[src/rtl/id_emitter.sv]
// Identifier transmitter: converts a binary number to BCD by double dabble, then
// serialises prefix, decimal digits (no leading zeros) and a separator under valid/ready.
module id_emitter #(
    parameter int          NUM_W  = 16,
    parameter int          DIGITS = 5,
    parameter logic [7:0]  SEP    = 8'h20
) (
    input  logic             clk,
    input  logic             rst_n,
    input  logic             start,
    input  logic [7:0]       prefix,
    input  logic [NUM_W-1:0] num,
    output logic             busy,
    output logic [7:0]       char_out,
    output logic             char_valid,
    input  logic             char_ready,
    output logic             done,
    output logic             err
);
    // state  | meaning
    // S_IDLE | waiting for start; validates prefix
    // S_CONV | NUM_W double-dabble shift cycles
    // S_PFX  | presenting prefix char
    // S_DIG  | presenting decimal digits, most significant first
    // S_SEP  | presenting separator char

    localparam int BCD_W = 4 * DIGITS;
    localparam int DD_W  = BCD_W + NUM_W;
    localparam int CNT_W = $clog2(NUM_W + 1);
    localparam int IDX_W = (DIGITS > 1) ? $clog2(DIGITS) : 1;

    typedef enum logic [2:0] {S_IDLE, S_CONV, S_PFX, S_DIG, S_SEP} state_t;

    state_t           state, state_nxt;
    logic [7:0]       pfx_q;
    logic [DD_W-1:0]  dd_q, dd_adj;
    logic [BCD_W-1:0] bcd;
    logic [CNT_W-1:0] cnt_q;
    logic [IDX_W-1:0] dig_q, top_idx;
    logic [3:0]       cur_nib;
    logic             done_q, err_q;
    logic             alpha, hs;

    assign alpha = ((prefix >= 8'h41) && (prefix <= 8'h5A)) ||
                   ((prefix >= 8'h61) && (prefix <= 8'h7A));
    assign hs    = char_valid && char_ready;
    assign bcd   = dd_q[DD_W-1 -: BCD_W];
    assign done  = done_q;
    assign err   = err_q;

    // BCD digits and binary shift bits live in one register so a plain shift moves both
    always_comb begin
        dd_adj = dd_q;
        for (int i = 0; i < DIGITS; i++) begin
            if (dd_q[NUM_W + 4*i +: 4] >= 4'd5)
                dd_adj[NUM_W + 4*i +: 4] = dd_q[NUM_W + 4*i +: 4] + 4'd3;
        end
    end

    always_comb begin
        top_idx = '0;
        cur_nib = 4'h0;
        for (int i = 0; i < DIGITS; i++) begin
            if (bcd[4*i +: 4] != 4'h0)
                top_idx = IDX_W'(i);
            if (dig_q == IDX_W'(i))
                cur_nib = bcd[4*i +: 4];
        end
    end

    always_ff @(posedge clk or negedge rst_n) begin
        if (!rst_n)
            state <= S_IDLE;
        else
            state <= state_nxt;
    end

    always_comb begin
        state_nxt  = state;
        busy       = 1'b1;
        char_valid = 1'b0;
        char_out   = 8'h00;
        case (state)
            S_IDLE: begin
                busy = 1'b0;
                if (start && alpha)
                    state_nxt = S_CONV;
            end
            S_CONV: begin
                if (cnt_q == '0)
                    state_nxt = S_PFX;
            end
            S_PFX: begin
                char_valid = 1'b1;
                char_out   = pfx_q;
                if (hs)
                    state_nxt = S_DIG;
            end
            S_DIG: begin
                char_valid = 1'b1;
                char_out   = 8'h30 + {4'h0, cur_nib};
                if (hs && (dig_q == '0))
                    state_nxt = S_SEP;
            end
            S_SEP: begin
                char_valid = 1'b1;
                char_out   = SEP;
                if (hs)
                    state_nxt = S_IDLE;
            end
            default: state_nxt = S_IDLE;
        endcase
    end

    always_ff @(posedge clk or negedge rst_n) begin
        if (!rst_n) begin
            pfx_q  <= 8'h00;
            dd_q   <= '0;
            cnt_q  <= '0;
            dig_q  <= '0;
            done_q <= 1'b0;
            err_q  <= 1'b0;
        end else begin
            done_q <= (state == S_SEP) && hs;
            err_q  <= (state == S_IDLE) && start && !alpha;
            case (state)
                S_IDLE: begin
                    if (start && alpha) begin
                        pfx_q <= prefix;
                        dd_q  <= {{BCD_W{1'b0}}, num};
                        cnt_q <= CNT_W'(NUM_W - 1);
                    end
                end
                S_CONV: begin
                    dd_q <= dd_adj << 1;
                    if (cnt_q != '0)
                        cnt_q <= cnt_q - 1'b1;
                end
                S_PFX: begin
                    if (hs)
                        dig_q <= top_idx;
                end
                S_DIG: begin
                    if (hs && (dig_q != '0))
                        dig_q <= dig_q - 1'b1;
                end
                default: ;
            endcase
        end
    end
endmodule

[config.mk]
export PLATFORM = sky130hd
export DESIGN_NAME = id_emitter
export DESIGN_NICKNAME = d
export VERILOG_FILES = /design/src/rtl/id_emitter.sv
export SDC_FILE = /design/constraint.sdc
export NUM_CORES = 1
export LEC_CHECK = 0
export CAP_MARGIN = 20
export CELL_PAD_IN_SITES_DETAIL_PLACEMENT = 1
export CELL_PAD_IN_SITES_GLOBAL_PLACEMENT = 2
export CORE_MARGIN = 2
export CORE_UTILIZATION = 33
export CTS_BUF_LIST = sky130_fd_sc_hd__clkbuf_4 sky130_fd_sc_hd__clkbuf_8
export CTS_CLUSTER_DIAMETER = 60
export DETAILED_ROUTE_END_ITERATION = 8
export HOLD_SLACK_MARGIN = 0.15
export PLACE_DENSITY = 0.84
export REMOVE_ABC_BUFFERS = 1
export SYNTH_ARGS = -nofsm -noshare
export SYNTH_HDL_FRONTEND = slang
export SYNTH_SLANG_ARGS = --single-unit
[constraint.sdc]
create_clock -name clk -period 2 [get_ports clk]
set_clock_uncertainty 0.1 [all_clocks]
set_input_delay 0.5 -clock clk [delete_from_list [all_inputs] [get_ports clk]]
set_output_delay 0.5 -clock clk [all_outputs]
set_load 0.1 [all_outputs]
==> results of run 1 <==
## layout make-up
| cell class | count | area (sq um) | area share, % |
|---|---|---|---|
| multi-input cells | 246 | 2162 | 39.43 |
| repair buffers | 126 | 1443 | 26.31 |
| flip-flops and latches | 57 | 1431 | 26.11 |
| well taps | 133 | 166.4 | 3.035 |
| clock buffers | 12 | 158.9 | 2.898 |
| inverters | 18 | 70.07 | 1.278 |
| clock inverters | 4 | 51.30 | 0.9356 |
## metrics by stage
| step | cells | setup TNS [ns] | cell area (sq um) |
|---|---|---|---|
| CTS | 596 | -12.42 | 5295 |
| detailed placement | 555 | -22.13 | 4387 |
| finish | 596 | -11.11 | 5483 |
| global route | 596 | -13.68 | 5483 |
| global placement | 555 | -19.82 | 4387 |
| floorplan | 321 | -35.37 | 3194 |
## critical path, cell delays in order, from the launching register on
cell     delay [ns]
dfrtp_2        0.46
buf_6          0.14
ha_4           0.17
inv_2          0.05
buf_4          0.10
nand4_1        0.19
o22ai_1        0.27
buf_4          0.16
buf_12         0.16
## state kept, by name (all words and copies together) (netlist names)
signal / count
err: 1
cnt_q: 5
done: 1
state: 3
pfx_q: 8
dig_q: 3
dd_q: 36
## cell usage after synthesis (2+ instances only)
| master | n | area [sq um] |
|---|---|---|
| o21ai_0 | 18 | 90.09 |
| o211ai_1 | 2 | 15.01 |
| nand2b_1 | 7 | 43.79 |
| a21o_1 | 3 | 22.52 |
| nand3_1 | 7 | 35.03 |
| nor3_1 | 3 | 15.01 |
| buf_4 | 2 | 15.01 |
| nor3b_1 | 6 | 45.04 |
| mux2i_1 | 2 | 20.02 |
| and2_1 | 17 | 106.4 |
| nand3b_1 | 6 | 45.04 |
| and3_1 | 2 | 12.51 |
| buf_6 | 4 | 45.04 |
| nor4b_1 | 7 | 61.31 |
| o22ai_1 | 17 | 106.4 |
| or3_1 | 2 | 12.51 |
| dfrtp_1 | 57 | 1426 |
| nand2_1 | 36 | 135.1 |
| mux2_2 | 8 | 90.09 |
| ha_1 | 17 | 212.7 |
| a21oi_1 | 22 | 110.1 |
| a221o_1 | 15 | 150.1 |
| a31oi_1 | 7 | 43.79 |
| xnor2_1 | 6 | 52.55 |
| clkbuf_1 | 14 | 52.55 |
| mux2_4 | 2 | 30.03 |
| inv_1 | 18 | 67.56 |
| nor2_1 | 12 | 45.04 |
| or3b_2 | 3 | 26.28 |
## metal layers
layer	global-route usage (%)	part of all wire, %	routed length [um]	up-vias
li1	-	-	-	1481
met1	26.19	41	5117	1635
met2	41.83	54	6836	64
met3	5.013	2.7	343	22
met4	7.722	2.2	280	0
met5	0	0	0	-
## power breakdown
part | switching, mW | internal (mW)
registers | 0.504 | 1.61
logic | 3.24 | 2.91
clock network | 0.538 | 0.658
## worst max path at each step
stage / start / to / slack [ns] / cells after the start
detailed placement: prefix[0] / pfx_q[1] / -0.48 / 6
global placement: prefix[0] / pfx_q[0] / -0.44 / 6
CTS: dig_q[1] / char_out[0] / -0.67 / 8
finish: dig_q[0] / char_out[1] / -0.66 / 8
floorplan: state[2] / char_out[6] / -1.53 / 2
global route: dig_q[1] / char_out[2] / -0.74 / 9
## repair_timing
| action | 4_1_cts | 5_1_grt |
|---|---|---|
| pin swaps | 28 | 22 |
| cloned | 6 | 1 |
| endpoints found under the setup margin | 58 | 62 |
| hold buffers | 1 | 0 |
| setup buffers | 19 | 5 |
| resized for setup | 107 | 42 |
| endpoints found under the hold margin | 12 | 0 |
## cells by family after synthesis
group | count (synthesis)
AND/OR/NAND/NOR | 112
AO/OA/AOI/OAI | 98
flip-flops | 57
buffers and inverters | 40
adder cells (fa/ha/maj) | 17
multiplexers | 12
XOR/XNOR | 7
==> metrics.txt, run 1 <==
FF+latch count, synth=57; CP arrival=2.06 ns; Critical Path Start Type=register; Hold Startpoint=pfx_q[6]; total chip power=9.465 mW; Slew headroom=71.06%; sequential area share after synthesis=42.82%; PortBufs=39; unrepaired setup endpoints after global routing=yes; Worst R2R Start=state[2]; critical path peak fanout=4; Core Rows=36; Leak=2.321 nW; initial antenna violation count=0; fin. max-slew vios=0; worst slew pin tran=0.4296 ns; Hold Slack=0.3642 ns; WP data required=1.40 ns; Post-Synthesis Cells=343; vias in the first global route=3560; P per Cell Area=1726 nW/um^2; Synth Area in Adders=6.386%; CTS tree=done; Ys Warns=0; DRT Wirelength=12.58 mm; fmax=375.6 MHz; flop-to-flop setup slack=-0.27 ns; fin crit period=2.663 ns; fin worst setup slack=-0.6627 ns; DRC=0; GRT Total Usage=22.88%; synthesized area=3331 sq um; max-cap viol count=0; Worst VDD drop=0.8880 mV; pre-CTS setup slack=-0.4793 ns; Ports=40; Final setup viols=56; Via-to-Cell Ratio=5.372; die width=104.5 um; Routed Antenna Nets=0; commonest non-fill, non-tap cells in the layout=dfrtp_1 (53), buf_4 (51), nand2_1 (30); drt pass-1 iters=4; failing checks=setup timing; nets=503; Initial Util=34.08%; R2R cell count=8; Final Core Density=56.09%; Setup CP Type=register to output pin; die area=10910 sq um; total grt overflow=0; ANT cells=0; Avg Cell Area, Syn=9.710 sq um; core area=9774 sq um; Post-synth EDFFs=0; Sink Count=57; Hold Path Class=register to register; most common cell after layout, fill and taps aside=dfrtp_1; GPL Wtd Cong=0.8095; fillers=1032; die height=104.5 um; layout cells sized above 1=42.76%; dpl hpwl=6.939 mm; Worst R2R End=dd_q[13]; first-pass GRT wire length=19.21 mm; run status=finished, violations left; H-tree levels=3; crit share post-route=133.1%; CTS Buffer Depth=2; via count=3202; later-pin clock latency in the skew report=0.37 ns; WL/cell=21.10 um; Yosys cell types=50; simple logic cell fraction of the synthesized area=18.52%; pin count of the biggest net entering global routing=46; DR iter-0 viols=120; Top FF cell, synth=dfrtp_1; hold path endpoint=pfx_q[6]; clock root cell=clkbuf_8; post-synthesis xor/xnor area fraction=1.841%; Fin. Hold Viols=0; main combinational cell family by area after synthesis=compound AO/OA/AOI/OAI gates; Hold Path Cell Cnt=1; Worst Setup End Kind=output pin; Compound-Gate Fraction of Synth Area=20.10%; Inserted Clock Buffers=9; P&R area growth vs syn=64.61%; mux cell area share after synthesis=4.207%; Async SR Flop Fraction=100.0%; clock transition at the registers of the reported paths=0.07 ns
(Power assumes the default switching activity.)
==> run 2, diff against run 1 <==
SETUP_SLACK_MARGIN = 0.2   (was default)
==> run 2 against run 1 <==
The run still ends with setup timing left. Final cell count increased by 1.0%. Flip-flop and latch count stayed put. Die area did not move. Sequential power shrank 2%. Sequential share of layout area is 0.065 points lower. Wire length is 9.1% lower. Register-to-register slack about the same. Worst setup slack improved by 0.0024 ns. Via count shrank 1.6%. Clock power is essentially flat. First-iteration DRC count decreased by 36%. Largest cell class unchanged. Highest routed layer unchanged.
==> metrics.txt, run 2 (synthesis results as in run 1) <==
clock transition at the registers of the reported paths=0.07 ns (about the same); Inserted Clock Buffers=9 (unchanged); Sw Ratio=44.20% (-1.1 points); unrepaired setup endpoints after global routing=yes; Initial Util=34.08% (unchanged); DRT Wirelength=11.44 mm (-9.1%); most common cell after layout, fill and taps aside=buf_4; die area=10910 sq um (unchanged); Critical Path Start Type=register; later-pin clock latency in the skew report=0.36 ns (about the same); Fin. Hold Viols=0 (unchanged); layout cells sized above 1=43.92% (+1.2 points); Core Rows=36 (unchanged); via count=3150 (-1.6%); first-pass GRT wire length=18.38 mm (-4.3%); initial antenna violation count=0 (unchanged); fmax=375.9 MHz (about the same); commonest non-fill, non-tap cells in the layout=buf_4 (54), dfrtp_1 (53), nand2_1 (31); clock root cell=clkbuf_8; dpl hpwl=6.939 mm (unchanged); Slew headroom=74.65% (+3.6 points); R2R cell count=9 (+1); Routed Antenna Nets=0 (unchanged); PortBufs=39 (unchanged); WL/cell=19.00 um (-10%); run status=finished, violations left; die height=104.5 um (unchanged); Final setup viols=60 (+7.1%); GRT Total Usage=21.51% (-1.4 points); Psw=4.104 mW (-4.3%); pin count of the biggest net entering global routing=46 (unchanged); DRC=0 (unchanged); fin worst setup slack=-0.6603 ns (+0.002387 ns); Setup CP Type=register to output pin; Worst Setup End Kind=output pin; Via-to-Cell Ratio=5.233 (-2.6%); Hold Path Class=register to register; nets=509 (+1.2%); CTS tree=done; CTS Buffer Depth=2 (unchanged); fin. max-slew vios=0 (unchanged); Hold Path Cell Cnt=1 (unchanged); WP data required=1.40 ns (about the same); vias in the first global route=3507 (-1.5%); P per Cell Area=1689 nW/um^2 (-2.1%); Leak=2.367 nW (+2.0%); max-cap viol count=0 (unchanged); worst slew pin tran=0.3786 ns (-0.05100 ns); critical path peak fanout=4 (unchanged); GPL Wtd Cong=0.8095 (unchanged); total chip power=9.286 mW (-1.9%); core area=9774 sq um (unchanged); CP arrival=2.06 ns (about the same); internal power=5.182 mW (about the same); biggest regs=dd_q (36), pfx_q (8), cnt_q (5); Sink Count=57 (unchanged); DP Area=4387 sq um (unchanged); Ports=40 (unchanged); Clk pwr share=12.7% (about the same); drt pass-1 iters=4 (unchanged); failing checks=setup timing; fillers=1041 (+0.87%); Reg with most FFs=dd_q; crit share post-route=133.0% (about the same); Worst VDD drop=0.9442 mV (+6.3%); DR iter-0 viols=77 (-36%); P&R area growth vs syn=65.03%; fin crit period=2.660 ns (-0.002387 ns); ANT cells=0 (unchanged); Hold Slack=0.3977 ns (+0.03344 ns); logic gate share of total power=64.8% (-0.2 points); H-tree levels=3 (unchanged); sequential power share=22.4% (about the same); die width=104.5 um (unchanged); Final Instance Area=5497 sq um (+0.25%); max FFs per register=36 (unchanged); total grt overflow=0 (unchanged)
==> run 2: cell types whose count changed in the layout (fill, tap and decap cells not counted), sizes merged <==
cell,previous run,this run
clkbuf,14,13
buf,97,104
==> run 2: area by class of cell <==
cell class | count | area [sq um] | area share, %
flip-flops and latches | 57 | 1431 | 26.04
well taps | 133 | 166.4 | 3.028
repair buffers | 132 | 1521 | 27.68
multi-input cells | 246 | 2095 | 38.11
clock inverters | 4 | 51.30 | 0.9333
inverters | 18 | 72.57 | 1.320
clock buffers | 12 | 158.9 | 2.891
==> run 2: worst paths after layout <==
path | from | end | slack, ns
setup / recovery | dig_q[0] | char_out[0] | -0.66
hold / removal | pfx_q[6] | pfx_q[6] | 0.40
setup reg to reg | state[2] | dd_q[21] | -0.28
min in group asynchronous | rst_n | dd_q[11] | 0.49
hold reg to reg | pfx_q[6] | pfx_q[6] | 0.40
max in group asynchronous | rst_n | dig_q[0] | 0.74
==> run 2: critical path, cell delays in order, from the launching register on <==
cell and delay (ns):
dfrtp_2 0.45, inv_2 0.13, ha_4 0.18, a21oi_1 0.06, a221oi_2 0.25, o21ai_1 0.09
a31oi_1 0.21, buf_4 0.18, buf_12 0.16
==> run 2: timing repair <==
item / 4_1_cts / 5_1_grt
gates resized for setup: 118 / 22
pin swaps: 30 / 11
hold buffers: 1 / 0
setup buffers: 20 / 4
setup endpoints to repair: 62 / 63
hold endpoints to repair: 12 / 0
cloned: 6 / 0
==> run 2: per-stage QoR <==
step           util, %  setup WS, ns  cells  setup TNS, ns
2_1_floorplan        -        -1.531    321         -35.37
3_3_place_gp     44.88       -0.4369    555         -19.82
3_5_place_dp     44.88       -0.4793    555         -22.13
4_1_cts          54.70       -0.6725    598         -12.47
5_1_grt          56.23       -0.7685    602         -17.71
6_report         56.23       -0.6603    602         -15.00
==> run 2: per-layer routing <==
metal  part of all wire (%)  vias to the layer above  GRT usage [%]  wire (um)
met5                      0                        -              0          0
met4                    2.2                        0          7.336        253
met3                    2.6                       19          4.449        294
met2                     53                       56          38.84       6073
met1                     42                     1586          25.15       4816
li1                       -                     1489              -          -
==> run 2: power by group through the flow <==
stage	combinational, mW	clock (mW)	sequential [mW]
final	6.02	1.18	2.08
after global routing	6.42	1.25	2.15
after floorplan	2.62	0	2.00
after detailed placement	4.56	0	2.04
after CTS	5.68	1.19	2.05
after global placement	4.39	0	2.02
==> run 3, diff against run 2 <==
CORE_ASPECT_RATIO = 0.6   (was default)
==> run 3 against run 2 <==
The flow still finishes with violations (setup timing). Fmax fell by 5.0%. Via count up 10%. Critical path type unchanged. Flip-flop and latch count stayed put. Wire length grew 33%. Count of clock-buffer cells in the layout grew 1.
==> metrics.txt, run 3 (synthesis results as in run 1) <==
CTS tree=done; clock root cell=clkbuf_8; die width=133.7 um (+28%); drt pass-1 iters=4 (unchanged); worst slew pin tran=0.4890 ns (+0.1103 ns); ANT cells=0 (unchanged); DRC=0 (unchanged); CP top delay family=compound AO/OA/AOI/OAI gates; unrepaired setup endpoints after global routing=yes; dpl hpwl=7.530 mm (+8.5%); Slew headroom=67.40% (-7.2 points); fmax=357.0 MHz (-5.0%); Ports=40 (unchanged); critical path's slowest cell=dfrtp_2; Post-Layout Cell Count=624 (+3.7%); Worst Setup End Kind=output pin; DR iter-0 viols=206 (+170%); PortBufs=39 (unchanged); Initial Util=33.83% (-0.24 points); run status=finished, violations left; fin. max-slew vios=0 (unchanged); DRT Wirelength=15.16 mm (+33%); max-cap viol count=0 (unchanged); layout cells sized above 1=48.67% (+4.7 points); failing checks=setup timing; pin count of the biggest net entering global routing=41 (-11%); Core Rows=28 (-22%); nets=529 (+3.9%); Leak=2.551 nW (+7.8%); Via-to-Cell Ratio=5.575 (+6.6%); worst path cell trace=ha_4 > nand3b_1 > a221oi_2 > o21ai_1 > a31oi_1 > buf_4 > buf_12; first-pass GRT wire length=19.95 mm (+8.6%); fin crit period=2.801 ns (+0.1410 ns); core area=9844 sq um (+0.72%); max FFs per register=36 (unchanged); Final setup viols=60 (unchanged); Setup CP Type=register to output pin; Inserted Clock Buffers=9 (unchanged); CTS Buffer Depth=2 (unchanged); total chip power=10.04 mW (+8.1%); CP arrival=2.20 ns (+0.14 ns); GPL Wtd Cong=0.7960 (-1.7%); most common cell after layout, fill and taps aside=buf_4; Worst VDD drop=0.9632 mV (+2.0%); WL/cell=24.29 um (+28%); GRT Total Usage=24.69% (+3.2 points); biggest regs=dd_q (36), pfx_q (8), cnt_q (5); Hold Path Class=register to register; die area=10940 sq um (+0.24%); initial antenna violation count=0 (unchanged); P per Cell Area=1706 nW/um^2 (+1.0%); Sink Count=57 (unchanged); Critical Path Start Type=register; vias in the first global route=3464 (-1.2%); P&R area growth vs syn=76.63%; total grt overflow=0 (unchanged); WP data required=1.40 ns (about the same); H-tree levels=3 (unchanged); Reg with most FFs=dd_q; via count=3479 (+10%); dpl cells=558 (+0.54%); crit share post-route=140.1% (+7.0 points); die height=81.82 um (-22%); WP buf/inv=2 (-1); fin worst setup slack=-0.8013 ns (-0.1410 ns); critical path peak fanout=4 (unchanged); clock transition at the registers of the reported paths=0.08 ns (about the same); pre-CTS setup slack=-0.5500 ns (-0.07074 ns); Fin. Hold Viols=0 (unchanged); later-pin clock latency in the skew report=0.37 ns (about the same); Routed Antenna Nets=0 (unchanged); commonest non-fill, non-tap cells in the layout=buf_4 (64), dfrtp_1 (54), nand2_1 (31); critical path's largest stage delay=0.47 ns (+0.02 ns)
-- run 3: area by class of cell --
cell class / instances / area, sq um
inverter: 18 / 75.07
timing repair buffer: 151 / 1769
multi-input combinational: 247 / 2258
clock inverter: 3 / 15.01
tap: 135 / 168.9
clock buffer: 13 / 166.4
fill: 989 / 3961
sequential: 57 / 1430
-- run 3: path summary, 6_finish.rpt --
check	from	endpoint	slack, ns	cells after the start
worst max register to register	state[1]	dd_q[7]	-0.28	9
worst max-delay path	dig_q[0]	char_out[0]	-0.80	7
worst min register to register	pfx_q[6]	pfx_q[6]	0.38	1
worst min-delay path	pfx_q[6]	pfx_q[6]	0.38	1
max in group asynchronous	rst_n	state[2]	0.67	3
min in group asynchronous	rst_n	dd_q[2]	0.53	2
-- run 3: layer usage --
metal | up-vias | routed length, um | global-route usage, %
met5 | - | 0 | 0
met4 | 0 | 462 | 8.723
met3 | 42 | 1043 | 7.099
met2 | 146 | 7144 | 39.03
met1 | 1753 | 6505 | 32.67
li1 | 1538 | - | -
-- run 3: worst reg2reg max path, delay by kind of cell (launching register included) --
kind,cells,cell delay [ns]
buffers and inverters,5,0.61
flip-flops,1,0.45
AO/OA/AOI/OAI,2,0.30
AND/OR/NAND/NOR,2,0.76
-- run 3: through the flow --
stage / setup TNS, ns / hold WS (ns) / utilization [%] / instance area [sq um]
after floorplan: -35.37 / 0.1044 / - / 3194
after global placement: -20.00 / 0.3448 / 44.79 / 4409
after detailed placement: -24.62 / 0.3637 / 44.79 / 4409
after CTS: -10.41 / 0.3896 / 55.22 / 5436
after global routing: -19.63 / 0.3983 / 59.76 / 5883
final: -19.40 / 0.3819 / 59.76 / 5883
-- run 3: what timing repair did --
item                                    in CTS  in global routing
pin swaps                                   32                 43
cloned                                       9                  1
endpoints found under the setup margin      63                 64
endpoints found under the hold margin       17                  0
resized for setup                          109                 64
buffers inserted                            25                 14
hold buffers                                 1                  0
-- run 3: report_power, final --
group / total [mW] / leakage, nW / internal (mW) / switching, mW
Combinational: 6.93 / 1.73 / 3.20 / 3.73
Sequential: 2.06 / 0.720 / 1.61 / 0.448
Clock: 1.05 / 0.100 / 0.539 / 0.509
Total: 10.0 / 2.55 / 5.35 / 4.69
